--- config.mk ---
export PLATFORM = sky130hd
export DESIGN_NAME = mem_a_skew_flat
export DESIGN_NICKNAME = d
export VERILOG_FILES = /design/src/rtl/mem_a_skew_pkg.sv /design/src/rtl/mem_a_skew_if.sv /design/src/rtl/mem_a_skew_a_row_fifo.sv /design/src/rtl/mem_a_skew.sv /design/src/flat_wrapper.sv
export SDC_FILE = /design/constraint.sdc
export NUM_CORES = 1
export LEC_CHECK = 0
export ABC_AREA = 1
export CAP_MARGIN = 20
export CORE_UTILIZATION = 55
export CTS_CLUSTER_DIAMETER = 200
export DETAILED_ROUTE_END_ITERATION = 10
export GPL_ROUTABILITY_DRIVEN = 0
export MAX_ROUTING_LAYER = met4
export PLACE_DENSITY = 0.73
export REMOVE_ABC_BUFFERS = 1
export SLEW_MARGIN = 30
export SYNTH_ARGS = -nofsm -noshare
export SYNTH_HDL_FRONTEND = slang
export SYNTH_HIERARCHICAL = 1
export SYNTH_SLANG_ARGS = --single-unit
--- constraint.sdc ---
create_clock -name clk -period 7 [get_ports clk]
set_clock_uncertainty 0.05 [all_clocks]
set_input_delay 1.05 -clock clk [delete_from_list [all_inputs] [get_ports clk]]
set_output_delay 1.05 -clock clk [all_outputs]
set_load 0.02 [all_outputs]
--- src/rtl/mem_a_skew_pkg.sv ---
// Shared definitions for the operand-A skew buffer of the systolic array.
// Holds the default parameters and the signed element type.
package mem_a_skew_pkg;

  localparam int BITS_AB_DEF = 8;   // width of a signed A element
  localparam int BITS_C_DEF  = 16;  // accumulator width of the array
  localparam int DIM_DEF     = 8;   // array dimension

  typedef logic signed [BITS_AB_DEF-1:0] a_elem_t;

endpackage

--- src/rtl/mem_a_skew_if.sv ---
// Load/stream bus of the operand-A skew buffer.
//   en   : shift enable for every row and skew stage
//   WrEn : parallel-load strobe for row Arow
//   Ain  : row data, Ain[0] leaves first
//   Arow : row index to load
//   Aout : per-row skewed output element
// master drives the load/enable side, slave is the buffer.
interface mem_a_skew_if
  import mem_a_skew_pkg::*;
#(
  parameter int BITS_AB = BITS_AB_DEF,
  parameter int DIM     = DIM_DEF
);

  logic                      en;
  logic                      WrEn;
  logic signed [BITS_AB-1:0] Ain  [DIM];
  logic [$clog2(DIM)-1:0]    Arow;
  logic signed [BITS_AB-1:0] Aout [DIM];

  modport master (output en, WrEn, Ain, Arow, input Aout);
  modport slave  (input en, WrEn, Ain, Arow, output Aout);

endinterface

--- src/rtl/mem_a_skew_a_row_fifo.sv ---
// One row of the operand-A buffer: a DEPTH-entry parallel-load shift
// register whose head feeds a SKEW-stage delay chain.
//   clk   : rising-edge clock
//   rst_n : asynchronous reset, active HIGH (name kept from the codebase)
//   en    : shift enable for main register and skew chain
//   wr    : parallel load of din into the main register (wins over shift)
//   din   : row data, din[0] becomes the head
//   dout  : head (SKEW=0) or last skew stage
module a_row_fifo
  import mem_a_skew_pkg::*;
#(
  parameter int BITS_AB = BITS_AB_DEF,
  parameter int DEPTH   = DIM_DEF,
  parameter int SKEW    = 0
) (
  input  logic                      clk,
  input  logic                      rst_n,
  input  logic                      en,
  input  logic                      wr,
  input  logic signed [BITS_AB-1:0] din [DEPTH],
  output logic signed [BITS_AB-1:0] dout
);

  logic signed [BITS_AB-1:0] m_q [DEPTH];
  logic signed [BITS_AB-1:0] m_d [DEPTH];

  always_comb begin
    for (int unsigned j = 0; j < DEPTH; j++) m_d[j] = m_q[j];
    if (wr) begin
      for (int unsigned j = 0; j < DEPTH; j++) m_d[j] = din[j];
    end else if (en) begin
      for (int unsigned j = 0; j < DEPTH - 1; j++) m_d[j] = m_q[j+1];
      m_d[DEPTH-1] = '0;
    end
  end

  always_ff @(posedge clk or posedge rst_n) begin
    if (rst_n) begin
      for (int unsigned j = 0; j < DEPTH; j++) m_q[j] <= '0;
    end else begin
      for (int unsigned j = 0; j < DEPTH; j++) m_q[j] <= m_d[j];
    end
  end

  if (SKEW == 0) begin : g_noskew
    assign dout = m_q[0];
  end else begin : g_skew
    // The chain samples the old head even on a load cycle, so data already
    // leaving the row keeps draining after a mid-stream reload.
    logic signed [BITS_AB-1:0] s_q [SKEW];

    always_ff @(posedge clk or posedge rst_n) begin
      if (rst_n) begin
        for (int unsigned j = 0; j < SKEW; j++) s_q[j] <= '0;
      end else if (en) begin
        s_q[0] <= m_q[0];
        for (int unsigned j = 1; j < SKEW; j++) s_q[j] <= s_q[j-1];
      end
    end

    assign dout = s_q[SKEW-1];
  end

endmodule

--- src/rtl/mem_a_skew.sv ---
// Operand-A buffer for a DIM x DIM systolic matrix multiply. Each of DIM
// rows is parallel-loaded and streamed out one element per enabled cycle,
// row r delayed by r cycles to form the diagonal skew.
//   clk   : rising-edge clock
//   rst_n : asynchronous reset, active HIGH
//   a     : load/stream bus (slave side), see mem_a_skew_if
// BITS_C is carried only to keep parameter lists uniform across the array.
module mem_a_skew
  import mem_a_skew_pkg::*;
#(
  parameter int BITS_AB = BITS_AB_DEF,
  parameter int BITS_C  = BITS_C_DEF,
  parameter int DIM     = DIM_DEF
) (
  input  logic         clk,
  input  logic         rst_n,
  mem_a_skew_if.slave  a
);

  localparam int AW = $clog2(DIM);

  for (genvar r = 0; r < DIM; r++) begin : g_row
    localparam logic [AW-1:0] ROW = AW'(r);
    logic wr;

    assign wr = a.WrEn && (a.Arow == ROW);

    a_row_fifo #(
      .BITS_AB (BITS_AB),
      .DEPTH   (DIM),
      .SKEW    (r)
    ) u_row (
      .clk   (clk),
      .rst_n (rst_n),
      .en    (a.en),
      .wr    (wr),
      .din   (a.Ain),
      .dout  (a.Aout[r])
    );
  end

endmodule

--- src/flat_wrapper.sv ---
// flat-port wrapper written by rule: the top's interface ports become plain ports
module mem_a_skew_flat import mem_a_skew_pkg::*;
#(
  parameter int BITS_AB = BITS_AB_DEF,
  parameter int BITS_C  = BITS_C_DEF,
  parameter int DIM     = DIM_DEF
)
  (clk, rst_n, a_en, a_WrEn, a_Ain, a_Arow, a_Aout);
  mem_a_skew_if #(.BITS_AB(BITS_AB), .DIM(DIM)) a_i ();
  input  logic clk;
  input  logic rst_n;
  input wire logic [$bits(a_i.en)-1:0] a_en;
  input wire logic [$bits(a_i.WrEn)-1:0] a_WrEn;
  input wire logic [$bits(a_i.Ain)-1:0] a_Ain;
  input wire logic [$bits(a_i.Arow)-1:0] a_Arow;
  output wire logic [$bits(a_i.Aout)-1:0] a_Aout;
  assign a_i.en = a_en;
  assign a_i.WrEn = a_WrEn;
  assign a_i.Ain = {>>{a_Ain}};
  assign a_i.Arow = a_Arow;
  assign a_Aout = {>>{a_i.Aout}};
  mem_a_skew #(.BITS_AB(BITS_AB), .BITS_C(BITS_C), .DIM(DIM)) u_core (.clk(clk), .rst_n(rst_n), .a(a_i));
endmodule
---- Yosys cells after proc, flatten, opt, wreduce, memory -nomap -nowiden ----
Index checks and enable logic that the tools add are counted.
storage, ports and cells
  register bits ........................... 736
  word-level logic and storage cells ...... 132
  input bits .............................. 71
  output and inout bits ................... 64
cells by class
  equal/unequal tests ..................... 7
  mux-type cells .......................... 16
  reduce and logical (&&, ||, !) cells .... 17
operators by type and width
  cell                  number
  $mux W64              16
  $reduce_bool A2 Y1    8
  $eq A3 B3 Y1 const B  4
  $logic_and A1 B1 Y1   8
  $eq A3 B2 Y1 const B  2
  $eq A3 B1 Y1 const B  1
  $logic_not A3 Y1      1

---- Logic depth before layout (Yosys ltp) ----
  word-level depth ........................ 3
  depth in mapped cells ................... 10
  depth with buffers taken out ............ 8

---- By module ----
The synthesis kept the hierarchy.
by module, submodules not included
  module                              cells each  seq. area each (µm²)  area each (µm²)  times used
  a_row_fifo (u_core.g_row[7].u_row)  632         3,002.9               5,154.9          1
  a_row_fifo (u_core.g_row[6].u_row)  593         2,802.7               4,835.9          1
  a_row_fifo (u_core.g_row[5].u_row)  548         2,602.5               4,521.8          1
  a_row_fifo (u_core.g_row[4].u_row)  498         2,402.3               4,189.0          1
  a_row_fifo (u_core.g_row[3].u_row)  458         2,202.1               3,808.7          1
  a_row_fifo (u_core.g_row[2].u_row)  408         2,001.9               3,502.1          1
  a_row_fifo (u_core.g_row[1].u_row)  374         1,801.7               3,135.5          1
  a_row_fifo (u_core.g_row[0].u_row)  348         1,601.5               3,002.9          1
  mem_a_skew                          17          0.0                   63.8             1

---- Least setup slack after synthesis ----
No wires, ideal clock.
  path kind ............................... input to register
  from .................................... in a_Arow[0]
  to ...................................... reg u_core/g_row[4].u_row/m_q[10] (netlist name)
  setup time .............................. 124 ps
  buffers on the path ..................... 2
  path slack .............................. 4,860 ps
  arrival ................................. 1,967 ps
  required time ........................... 6,826 ps
  stages .................................. 8
  cells stage by stage .................... inv_1 -> nand2_1 -> nor2_1 -> nor2_2 -> buf_6 -> buf_6 -> nand2_1 -> nand3_1
on the way
  word-level cells in the longest chain between the ends .. 3
  elaborated cells between the ends (all ways) .. 4
  those cells by class .................... 1 x eq/ne; 1 x mux; 2 x reduce/logical
ends and longest elaborated chain
  what                                                   RTL line                     source
  start, declared                                        flat_wrapper.sv:15           input wire logic [$bits(a_i.Arow)-1:0] a_Arow;
  $eq A3 B3 Y1 (*)                                       mem_a_skew.sv:26             assign wr = a.WrEn && (a.Arow == ROW);
  $logic_and A1 B1 Y1 (*)                                mem_a_skew.sv:26
  named net u_core.g_row[4].wr                           mem_a_skew.sv:24             logic wr;
  $mux W64 / $reduce_bool A2 Y1 (equally long branches)  n/a
  end, declared                                          mem_a_skew_a_row_fifo.sv:24  logic signed [BITS_AB-1:0] m_q [DEPTH];
The timed path passes the listed nets; every way through them passes the cells marked *.
A chain may end at the register's enable or synchronous reset.

---- Worst setup path after layout ----
  from .................................... in a_WrEn
  to ...................................... reg u_core/g_row[0].u_row/m_q[42] (netlist name)
on the way
  word-level cells in the longest chain between the ends .. 2
  elaborated cells between the ends (all ways) .. 3
  those cells by class .................... 1 x mux; 2 x reduce/logical
ends and longest elaborated chain
  what                                                   RTL line                     source
  start, declared                                        flat_wrapper.sv:13           input wire logic [$bits(a_i.WrEn)-1:0] a_WrEn;
  $logic_and A1 B1 Y1 (*)                                mem_a_skew.sv:26
  named net u_core.g_row[0].wr                           mem_a_skew.sv:24
  $mux W64 / $reduce_bool A2 Y1 (equally long branches)  n/a
  end, declared                                          mem_a_skew_a_row_fifo.sv:24
Marks and branches as above.

==> impl_metrics.py <==
metrics = {
    "status": {
        "status": "finished clean",
    },
    "cts": {
        "cts_sinks": 736,
        "cts_hold_buf": 0,
        "post_cts_buffers": 0,
        "cts_resized": 0,
        "cts-htree-levels": 3,
        "cts.path.max_buffers": 3,
        "cts_tree": "yes",
        "clkSlewWorstSetupHoldPaths_ns": 0.06,
        "cts_made_buffers": 75,
        "clkLatencyLatePin_ns": 0.61,
        "ctsRootBufferMaster": "clkbuf_16",
    },
    "synthesis": {
        "synth-simple-area-share_pct": 31.9,
        "synthFlopType": "dfrtp_1",
        "synthArstFlopShare_pct": 100,
        "synth.area.mux_share_pct": 0,
        "netlist_top_cells_count": "nand2_1 (1,871), dfrtp_1 (736), nand3_1 (619), o21ai_0 (178), inv_1 (119)",
        "synth_warnings": 6,
        "synth_top_family_by_area": "simple AND/OR/NAND/NOR gates",
        "synth_enable_flop_cells": 0,
        "synth-adder-area-share_pct": 0,
        "synth.avg_cell_area_sq_um": 8.31,
        "synth_compound_area_share_pct": 3.01,
        "ys_ff_latch": 736,
        "synth_top_area_share_pct": 57.2,
        "netlist_instances": 3876,
        "synth_most_common_cell": "nand2_1",
        "synth.area.top_cells": "dfrtp_1 (57%), nand2_1 (22%), nand3_1 (9.6%)",
        "netlist_area_sq_um": 32200,
        "synthXorXnorAreaFrac_pct": 0,
        "synth_cell_types": 18,
        "yosysTopAreaCell": "dfrtp_1",
        "seq_area_frac_synth_pct": 57.2,
    },
    "timing": {
        "period_minus_slack_ns": 3.52,
        "fin_ws_ns": 3.48,
        "finalSetupViolCount": 0,
        "tightest_slew_ns": 1.01,
        "fmax_mhz": 284,
        "hold_viol": 0,
        "timing.final.crit_share_pct": 50.3,
        "setup_tns_ns": 0,
        "drv_slew": 0,
        "rsz0062_at_grt": "no",
        "relSlewSlack_pct": 32.6,
    },
    "worst_setup_path": {
        "crit_buf_inv": 3,
        "reg2reg_depth": 4,
        "r2r_slack_ns": 6.05,
        "crit_family": "buffers and inverters",
        "path_class": "in -> reg",
        "worst_path_max_delay_cell": "clkinv_2",
        "critPathRequiredTime_ns": 7.43,
        "rr_endpoint": "u_core/g_row[5].u_row/m_q[50]",
        "cp_max_fo": 66,
        "cp.arrival_ns": 3.95,
        "cpMostUsedCell": "nand3_1",
        "start_kind": "primary input",
        "reg2reg_from": "u_core/g_row[5].u_row/m_q[42]",
        "slowest_delay_ns": 0.91,
        "end_kind": "flip-flop",
        "worstPathCellList": "clkdlybuf4s50_1 -> nand2_1 -> nor2_4 -> buf_4 -> clkinv_2 -> nand3_1 -> nand3_1",
    },
    "drt": {
        "ant_nets": 0,
        "wl_met1_um": 36300,
        "wl_per_cell_um": 17.9,
        "firstDrtPassIters": 5,
        "totalWireLength_um": 83100,
        "drtIter0Drc": 3042,
        "vias_per_cell": 5.50,
        "num_vias": 25600,
        "route.top_layer_used": "met4",
        "wl_met2_um": 38200,
        "wl_met3_um": 6180,
        "drc": 0,
    },
    "hold_path": {
        "min_delay_worst_endpoint": "u_core/g_row[3].u_row/m_q[17]",
        "worstHoldPathCells": 2,
        "worstHoldPathType": "reg -> reg",
        "holdCritStartpoint": "u_core/g_row[3].u_row/m_q[9]",
    },
    "floorplan": {
        "die_width_um": 244,
        "die_h_um": 244,
        "ios": 135,
        "core_sq_um": 57800,
        "fp-row-count": 88,
        "initial_utilization_pct": 55.7,
        "die_area_sq_um": 59500,
    },
    "pwr": {
        "p_leak_nw": 17.9,
        "ir_drop_mv": 0.203,
        "power.density_nw_per_um2": 297,
    },
    "grt": {
        "antenna_found_initial": 1,
        "grt_pass1_wl_um": 135000,
        "grt_start_max_net_pins": 106,
        "grtUsageTotal_pct": 29.5,
        "grt_pass1_vias": 24000,
        "globalRoute.totalOverflow": 0,
    },
    "layout": {
        "nets": 3900,
        "fin_util_pct": 61.2,
        "finalInstanceArea_sq_um": 35400,
        "syn2layout_area_growth_pct": 9.87,
        "fillCellCount": 5007,
        "drive_above_1_share_pct": 5.15,
    },
    "placement": {
        "dp_slack_ns": 3.02,
        "port_buffers": 134,
        "place_area_sq_um": 32900,
        "place_hpwl_um": 47800,
    },
    "job": {
        "maxCapViolations": 0,
    },
}
[worst register-to-register path, delay by kind of cell (launching register included)]
| family | cells | cell delay, ns |
|---|---|---|
| and+or+nand+nor | 4 | 0.38 |
| DFF | 1 | 0.38 |
[where the power goes]
part	internal, mW	switching [mW]	leakage [nW]
clock network	2.43	1.66	1.26
registers	4.82	0.299	9.83
logic	0.453	0.846	6.82
total	7.71	2.80	17.9
[cell type report]
| type | instances | area, sq um | share of cell area (%) |
|---|---|---|---|
| clock buffer | 112 | 2310 | 6.54 |
| inverter | 131 | 522 | 1.47 |
| multi-input combinational | 2713 | 11300 | 32.0 |
| clock inverter | 22 | 214 | 0.604 |
| antenna | 1 | 2.50 | 0.00707 |
| tap | 765 | 957 | 2.70 |
| timing repair buffer | 172 | 1630 | 4.62 |
| sequential | 736 | 18400 | 52.0 |
[through the flow]
stage          power, mW  hold slack, ns  cells
2_1_floorplan       5.88           0.392   3580
3_3_place_gp        6.43           0.404   4517
3_5_place_dp        6.48           0.408   4517
4_1_cts             10.6           0.423   4651
5_1_grt             11.0           0.439   4652
6_report            10.5           0.416   4652
[flip-flops by register name, indices dropped and copies added, names as in the netlist]
name,cells
u_core/g_row.u_row/g_skew.s_q,168
u_core/g_row.u_row/dout,64
u_core/g_row.u_row/m_q,504
[worst max path at each step]
stage	slack [ns]	cells past startpoint	startpoint	endpoint
global placement	3.12	8	a_Arow[2]	u_core/g_row[5].u_row/m_q[52]
floorplan	0.83	7	a_Arow[0]	u_core/g_row[6].u_row/m_q[20]
detailed placement	3.02	8	a_Arow[2]	u_core/g_row[5].u_row/m_q[50]
CTS	3.65	8	a_Arow[2]	u_core/g_row[5].u_row/m_q[50]
global route	3.28	7	a_WrEn	u_core/g_row[0].u_row/m_q[18]
finish	3.48	7	a_WrEn	u_core/g_row[0].u_row/m_q[42]
[per-layer routing]
layer	track usage, %	up-vias
li1	-	12100
met1	40.8	12400
met2	44.7	983
met3	4.57	143
met4	10.0	0
met5	-	-
[cells in the final DEF (no fill, tap or decap), types with 7 or more instances in the layout]
cell | netlist | final
clkinv_2 | 0 | 19
clkbuf_8 | 1 | 17
clkdlybuf4s50_1 | 0 | 132
clkbuf_16 | 0 | 81
a21oi_1 | 8 | 8
nor2_4 | 5 | 17
inv_1 | 119 | 109
buf_4 | 107 | 36
clkbuf_1 | 36 | 14
nor2_1 | 19 | 10
inv_4 | 0 | 7
nand3_1 | 619 | 619
o21ai_1 | 8 | 8
nand2_1 | 1871 | 1871
inv_2 | 12 | 10
dfrtp_1 | 736 | 736
o21ai_0 | 178 | 178
[cell families (layout without fill, tap and decap cells)]
kind of cell / Yosys count / after routing
compound gates: 194 / 194
buf+inv: 427 / 437
other cells: 0 / 1
simple gates: 2519 / 2519
flops: 736 / 736
Power figures use the tool's default switching activity.
